<file path="src/rtl/ctrl_set_gen.sv">
// ctrl_set_gen: reset sequencer and clock-enable / set-pulse generator.
// After reset (or a software reset request) the block holds sreset for
// RST_HOLD cycles. It then produces a clk_en strobe every DIV cycles while
// run is high, samples data_src on each strobe, and turns each rising edge
// of set_req into a one-cycle set_out pulse.
module ctrl_set_gen #(
  parameter int DIV      = 4,
  parameter int RST_HOLD = 8,
  parameter int W        = 4
) (
  input  logic         clk,
  input  logic         reset,
  input  logic         sw_rst_req,
  input  logic         run,
  input  logic         set_req,
  input  logic [W-1:0] data_src,
  output logic         sreset,
  output logic         clk_en,
  output logic         set_out,
  output logic [W-1:0] data_out,
  output logic         busy,
  output logic [15:0]  ce_count
);

  typedef enum logic [1:0] {
    S_HOLD  = 2'd0,
    S_RUN   = 2'd1,
    S_PAUSE = 2'd2
  } state_t;

  // Terminal counts, sized to hold DIV up to 256 and RST_HOLD up to 255.
  localparam logic [8:0] DIV_LAST  = 9'(DIV - 1);
  localparam logic [7:0] HOLD_LAST = 8'(RST_HOLD - 1);

  state_t         state_q, state_d;
  logic [7:0]     hold_cnt_q, hold_cnt_d;
  logic [8:0]     div_cnt_q, div_cnt_d;
  logic [15:0]    ce_count_q, ce_count_d;
  logic [W-1:0]   data_q, data_d;
  logic           clk_en_q, clk_en_d;
  logic           set_out_q, set_out_d;
  logic           set_req_dly_q, set_req_dly_d;  // set_req delayed one cycle
  logic           sreset_q, sreset_d;

  // Next-state and registered-output logic.
  always_comb begin
    state_d       = state_q;
    hold_cnt_d    = hold_cnt_q;
    div_cnt_d     = div_cnt_q;
    ce_count_d    = ce_count_q;
    data_d        = data_q;
    clk_en_d      = 1'b0;
    set_req_dly_d = set_req;
    // Rising edge of set_req; edges seen while holding reset are dropped.
    set_out_d     = set_req & ~set_req_dly_q & (state_q != S_HOLD);

    if (sw_rst_req) begin
      // Software reset wins over everything; the last sample is kept.
      state_d    = S_HOLD;
      hold_cnt_d = '0;
      div_cnt_d  = '0;
      ce_count_d = '0;
      set_out_d  = 1'b0;
    end else begin
      case (state_q)
        S_HOLD: begin
          if (hold_cnt_q == HOLD_LAST) begin
            state_d    = run ? S_RUN : S_PAUSE;
            hold_cnt_d = '0;
            div_cnt_d  = '0;
          end else begin
            hold_cnt_d = hold_cnt_q + 8'd1;
          end
        end
        S_RUN: begin
          if (!run) begin
            // Freeze the divider phase so a later resume continues from it.
            state_d = S_PAUSE;
          end else if (div_cnt_q == DIV_LAST) begin
            div_cnt_d = '0;
            clk_en_d  = 1'b1;
            data_d    = data_src;
            if (ce_count_q != 16'hFFFF) begin
              ce_count_d = ce_count_q + 16'd1;
            end
          end else begin
            div_cnt_d = div_cnt_q + 9'd1;
          end
        end
        S_PAUSE: begin
          if (run) begin
            state_d = S_RUN;
          end
        end
        default: begin
          state_d = S_HOLD;
        end
      endcase
    end

    // sreset/busy reflect the state being entered so they are registered.
    sreset_d = (state_d == S_HOLD);
  end

  // State and output registers with asynchronous reset.
  always_ff @(posedge clk or posedge reset) begin
    if (reset) begin
      state_q       <= S_HOLD;
      hold_cnt_q    <= '0;
      div_cnt_q     <= '0;
      ce_count_q    <= '0;
      data_q        <= '0;
      clk_en_q      <= 1'b0;
      set_out_q     <= 1'b0;
      set_req_dly_q <= 1'b0;
      sreset_q      <= 1'b1;
    end else begin
      state_q       <= state_d;
      hold_cnt_q    <= hold_cnt_d;
      div_cnt_q     <= div_cnt_d;
      ce_count_q    <= ce_count_d;
      data_q        <= data_d;
      clk_en_q      <= clk_en_d;
      set_out_q     <= set_out_d;
      set_req_dly_q <= set_req_dly_d;
      sreset_q      <= sreset_d;
    end
  end

  assign sreset   = sreset_q;
  assign busy     = sreset_q;
  assign clk_en   = clk_en_q;
  assign set_out  = set_out_q;
  assign data_out = data_q;
  assign ce_count = ce_count_q;

endmodule

</file>
<file path="config.mk">
export PLATFORM = sky130hd
export DESIGN_NAME = ctrl_set_gen
export DESIGN_NICKNAME = d
export VERILOG_FILES = /design/src/rtl/ctrl_set_gen.sv
export SDC_FILE = /design/constraint.sdc
export NUM_CORES = 1
export LEC_CHECK = 0
export BUFFER_PORTS_ARGS = -buffer_cell sky130_fd_sc_hd__buf_2
export CORE_ASPECT_RATIO = 1.5
export CORE_UTILIZATION = 57
export CTS_BUF_LIST = sky130_fd_sc_hd__clkbuf_16
export DETAILED_ROUTE_END_ITERATION = 16
export PLACE_DENSITY = 0.8
export REMOVE_ABC_BUFFERS = 1
export SLEW_MARGIN = 30
export SYNTH_ARGS = -nofsm -noshare
export SYNTH_HDL_FRONTEND = slang
export SYNTH_SLANG_ARGS = --single-unit
</file>
<file path="constraint.sdc">
create_clock -name clk -period 3.54 [get_ports clk]
set_input_delay 0.531 -clock clk [delete_from_list [all_inputs] [get_ports clk]]
set_output_delay 0.531 -clock clk [all_outputs]
set_load 0.02 [all_outputs]
</file>
# After elaboration in Yosys (flattened, before gate mapping)
# Cells that the tools add are included.
[totals]
input_bits = 9
output_inout_bits = 24
ff_bits = 43
elab_cells = 59
[op_classes]
bitwise = 4
addsub = 3
n_eq_ne = 7
n_mux = 24
n_reduce_logical = 12
[op_table]
columns = ["cell", "n"]
rows = [
  ["16-bit two-way mux", 5],
  ["9-bit two-way mux", 4],
  ["8-bit two-way mux", 3],
  ["9-bit one-hot mux with 2 select lines", 1],
  ["16-bit by 1-bit adder with 16-bit output, second input constant", 1],
  ["16-bit != test, second input constant", 1],
  ["2-bit nonzero test", 6],
  ["2-bit two-way mux", 5],
  ["9-bit by 1-bit adder with 9-bit output, second input constant", 1],
  ["9-bit by 2-bit equality test with 1-bit output, second input constant", 1],
  ["8-bit by 1-bit adder with 8-bit output, second input constant", 1],
  ["8-bit by 3-bit equality test with 1-bit output, second input constant", 1],
  ["4-bit AND reduction", 2],
  ["3-bit != test, second input constant", 2],
  ["2-bit one-hot mux with 3 select lines", 1],
  ["1-bit two-way mux", 5],
  ["2-bit logical NOT", 2],
  ["3-bit AND reduction", 1],
  ["3-bit nonzero test", 1],
  ["1-bit bitwise AND", 2],
  ["2-bit by 1-bit equality test with 1-bit output, second input constant", 1],
  ["2-bit equality test, second input constant", 1],
  ["1-bit inverter", 2],
]

# Longest topological paths before layout
[logic_depth]
word_depth = 6
depth_mapped = 6
depth_no_buf = 5

# Worst setup path before layout
# No wires, ideal clock.
[synth_timing]
path_kind = "register to register"
from = "register div_cnt_q[0]"
to = "register ce_count_q[12] (netlist: ce_count[12])"
setup_ns = 0.131
slack_ns = 1.594
required_ns = 3.409
synth_period_minus_slack_ns = 1.946
arrival_ns = 1.815
path_stages_with_launch = 7
cell_sequence = "dfrtp_1 -> ha_1 -> or4b_4 -> nor4_2 -> buf_4 -> nor4b_1 -> nor4_1"
[synth_between]
elab_chain_cells = 3
[synth_lines]
columns = ["element", "line", "text"]
rows = [
  ["start, declared", "37", "logic [8:0] div_cnt_q, div_cnt_d;"],
  ["start signal, assigned", "120", "div_cnt_q <= div_cnt_d;"],
  ["9-bit by 2-bit equality test with 1-bit output", "79", "end else if (div_cnt_q == DIV_LAST) begin"],
  ["2-bit nonzero test (no line)", "--", ""],
  ["4-bit AND reduction (no line)", "--", ""],
  ["end signal, assigned", "121", "ce_count_q <= ce_count_d;"],
  ["end, declared", "38", "logic [15:0] ce_count_q, ce_count_d;"],
]
# Every way passes these cells.
# A chain may end at the register's enable or synchronous reset.

# Worst setup path after layout
[layout_timing]
from = "register div_cnt_q[0]"
to = "register ce_count_q[8] (netlist: ce_count[8])"
# Same word-level chain as after synthesis.

==> reports/qor.csv <==
metric;value;unit
final_common_cell;dfrtp_1;
fin_crit_sh;69.8;%
area_growth;14.1;%
critPathMaxFanout;11;
setup_viol;0;
avgSynthCellArea;10.2;um2
grt_usage;24.9;%
num_vias;1934;
grt_pass1_wl;7870;um
cp_cell_sequence;ha_1, or4b_4, nor4_2, a31oi_1, a311oi_2;
cts-resized-gates;0;
fmax;405;MHz
root_buffer;clkbuf_16;
final_cell_mix;dfrtp_1 (42), buf_2 (32), nor2_1 (18), a21oi_1 (15);
ant_nets;0;
synthCells;228;
ys_types;55;
viasPerCell;6.34;
drive_gt1_share;23.5;%
initial_core_util;59.3;%
power_density;418;mW/mm2
regToRegStartpoint;div_cnt_q[0];
setup.worst_path.start_class;register;
cts_hold_buffers;0;
antenna_found_initial;0;
async_reset_ff_share;100;%
drc;0;
hold_violations;0;
first_iter_violations;50;
grt_pass1_vias;1786;
maxCapViolations;0;
maxSlewViolCount;0;
clock_skew;5.56;ps
cts-htree-levels;2;
r2r_cells;5;
core_area;0.00392;mm2
cts_tree;built;
fp.dieArea;0.00435;mm2
grt_max_degree;44;
status;complete, no violations;
die_w;54.2;um
cp.required;3730;ps
n_fill_cell;324;
cp.arrival;2660;ps
synth_area;0.00233;mm2
port_buffers;32;
cts_made_buffers;5;
total_power;0.00111;W
worstSetupEndpointType;register;
ys_seq_area_share;46.3;%
slew_headroom;43.6;%
regArea;0.00108;mm2
placementRows;28;
io_pins;33;
synth_warnings;0;
critPathSlowestCell;nor4_2;
hold_path_class;in2async;
synth_edf_count;0;
cts_setup_buffers;0;
fin_area;0.00266;mm2
place_congestion;0.835;
cp-startpoint;div_cnt_q[0];
max_stage_delay;720;ps
clock_path_buffers;2;
wl_per_cell;16.1;um
die_h;80.2;um
rsz0062_at_grt;no;
cts_sinks;43;
ir_drop;0.000390;V
synth_ff_type;dfrtp_1;
nets;271;
min_period;2470;ps
setup-tns-final;0;ps
dp_hpwl;3350;um
path_class;reg2reg;
multiInputGateArea;0.00113;mm2
antenna_cells;0;
worstMarginPinSlew;838;ps
p_leak;1.15;nW
routed_wl;4910;um
dr.pass1.iters;4;
placed_cell_area;0.00246;mm2
clk_pin_slew;60;ps
ys_ff_latch;43;
clock_latency;280;ps
grt_overflow;0;
cells in the mapped netlist (2+ instances only):
cell,number,area [um2]
mux2_2,5,56.3
and3_2,2,15.0
inv_1,7,26.3
buf_4,3,22.5
xnor2_1,4,35.0
and2_1,3,18.8
and3_1,2,12.5
or4_1,4,30.0
dfrtp_1,42,1050
buf_6,3,33.8
nor4_1,2,12.5
a31oi_1,5,31.3
o211ai_1,3,22.5
xor2_1,2,17.5
and4_2,2,20.0
nor3_1,11,55.1
nor3b_1,2,15.0
a21oi_1,15,75.1
and4_1,2,17.5
o31ai_1,7,52.6
nor4b_1,4,35.0
a311oi_1,3,26.3
or3_1,2,12.5
nand4_1,8,50.1
nor2_1,18,67.6
ha_1,3,37.5
o22a_1,2,17.5
clkbuf_8,2,27.5
nand3_1,11,55.1
nand2_1,12,45.0
nor4_2,2,25.0
o21ai_0,12,60.1
power breakdown:
| part | leakage [nW] | internal [W] | total [W] | switching [W] |
|---|---|---|---|---|
| combinational | 0.460 | 0.0000117 | 0.0000350 | 0.0000233 |
| clock | 0.0952 | 0.000401 | 0.000575 | 0.000174 |
| sequential | 0.593 | 0.000496 | 0.000499 | 0.00000360 |
cells by family (layout without fill, tap and decap cells):
family	Yosys count	count (layout)	synth area share (%)
AO/OA/AOI/OAI	57	57	16.5
XOR/XNOR	6	6	2.26
adder cells (fa/ha/maj)	3	3	1.61
buffers and inverters	17	49	5.11
flip-flops	43	43	46.3
multiplexers	5	5	2.42
AND/OR/NAND/NOR	97	97	25.8
sequential cells by signal, indices dropped and copies added (netlist names):
register,cells
busy,1
ce_count,16
clk_en,1
data_out,4
div_cnt_q,9
hold_cnt_q,8
set_out,1
set_req_dly_q,1
state_q,2
layer usage:
metal	wire, um	part of all wire, %	track usage, %
met1	1990	40	28.3
met2	2650	54	43.4
met3	157	3.2	4.73
met4	118	2.4	10.5
met5	0	0	0
worst max-delay path: cells and delay by family (launching register included):
family	cells	cell delay, ps
compound gates	2	480
simple gates	2	1260
flops	1	390
fa+ha+maj	1	260
worst paths after layout:
path,end,slack [ps]
setup / recovery,ce_count[8],1070
hold / removal,div_cnt_q[3],370
setup reg to reg,ce_count[8],1070
hold reg to reg,set_out,420
max in group asynchronous,busy,2800
min in group clk,set_req_dly_q,370
per-stage QoR:
stage	instances	hold slack [ps]	setup WS (ps)	utilization (%)
global placement	297	388	1190	62.8
finish	305	367	1070	67.7
floorplan	218	382	1390	-
CTS	305	365	1090	67.6
detailed placement	297	416	1140	62.8
global route	305	366	868	67.7
cell type report:
| cell class | count | area share, % |
|---|---|---|
| clock buffer | 5 | 4.71 |
| inverter | 7 | 0.990 |
| multi-input combinational | 168 | 42.6 |
| timing repair buffer | 34 | 6.60 |
| sequential | 43 | 40.6 |
| tap | 45 | 2.12 |
| clock inverter | 3 | 2.40 |
(Power assumes the default switching activity.)
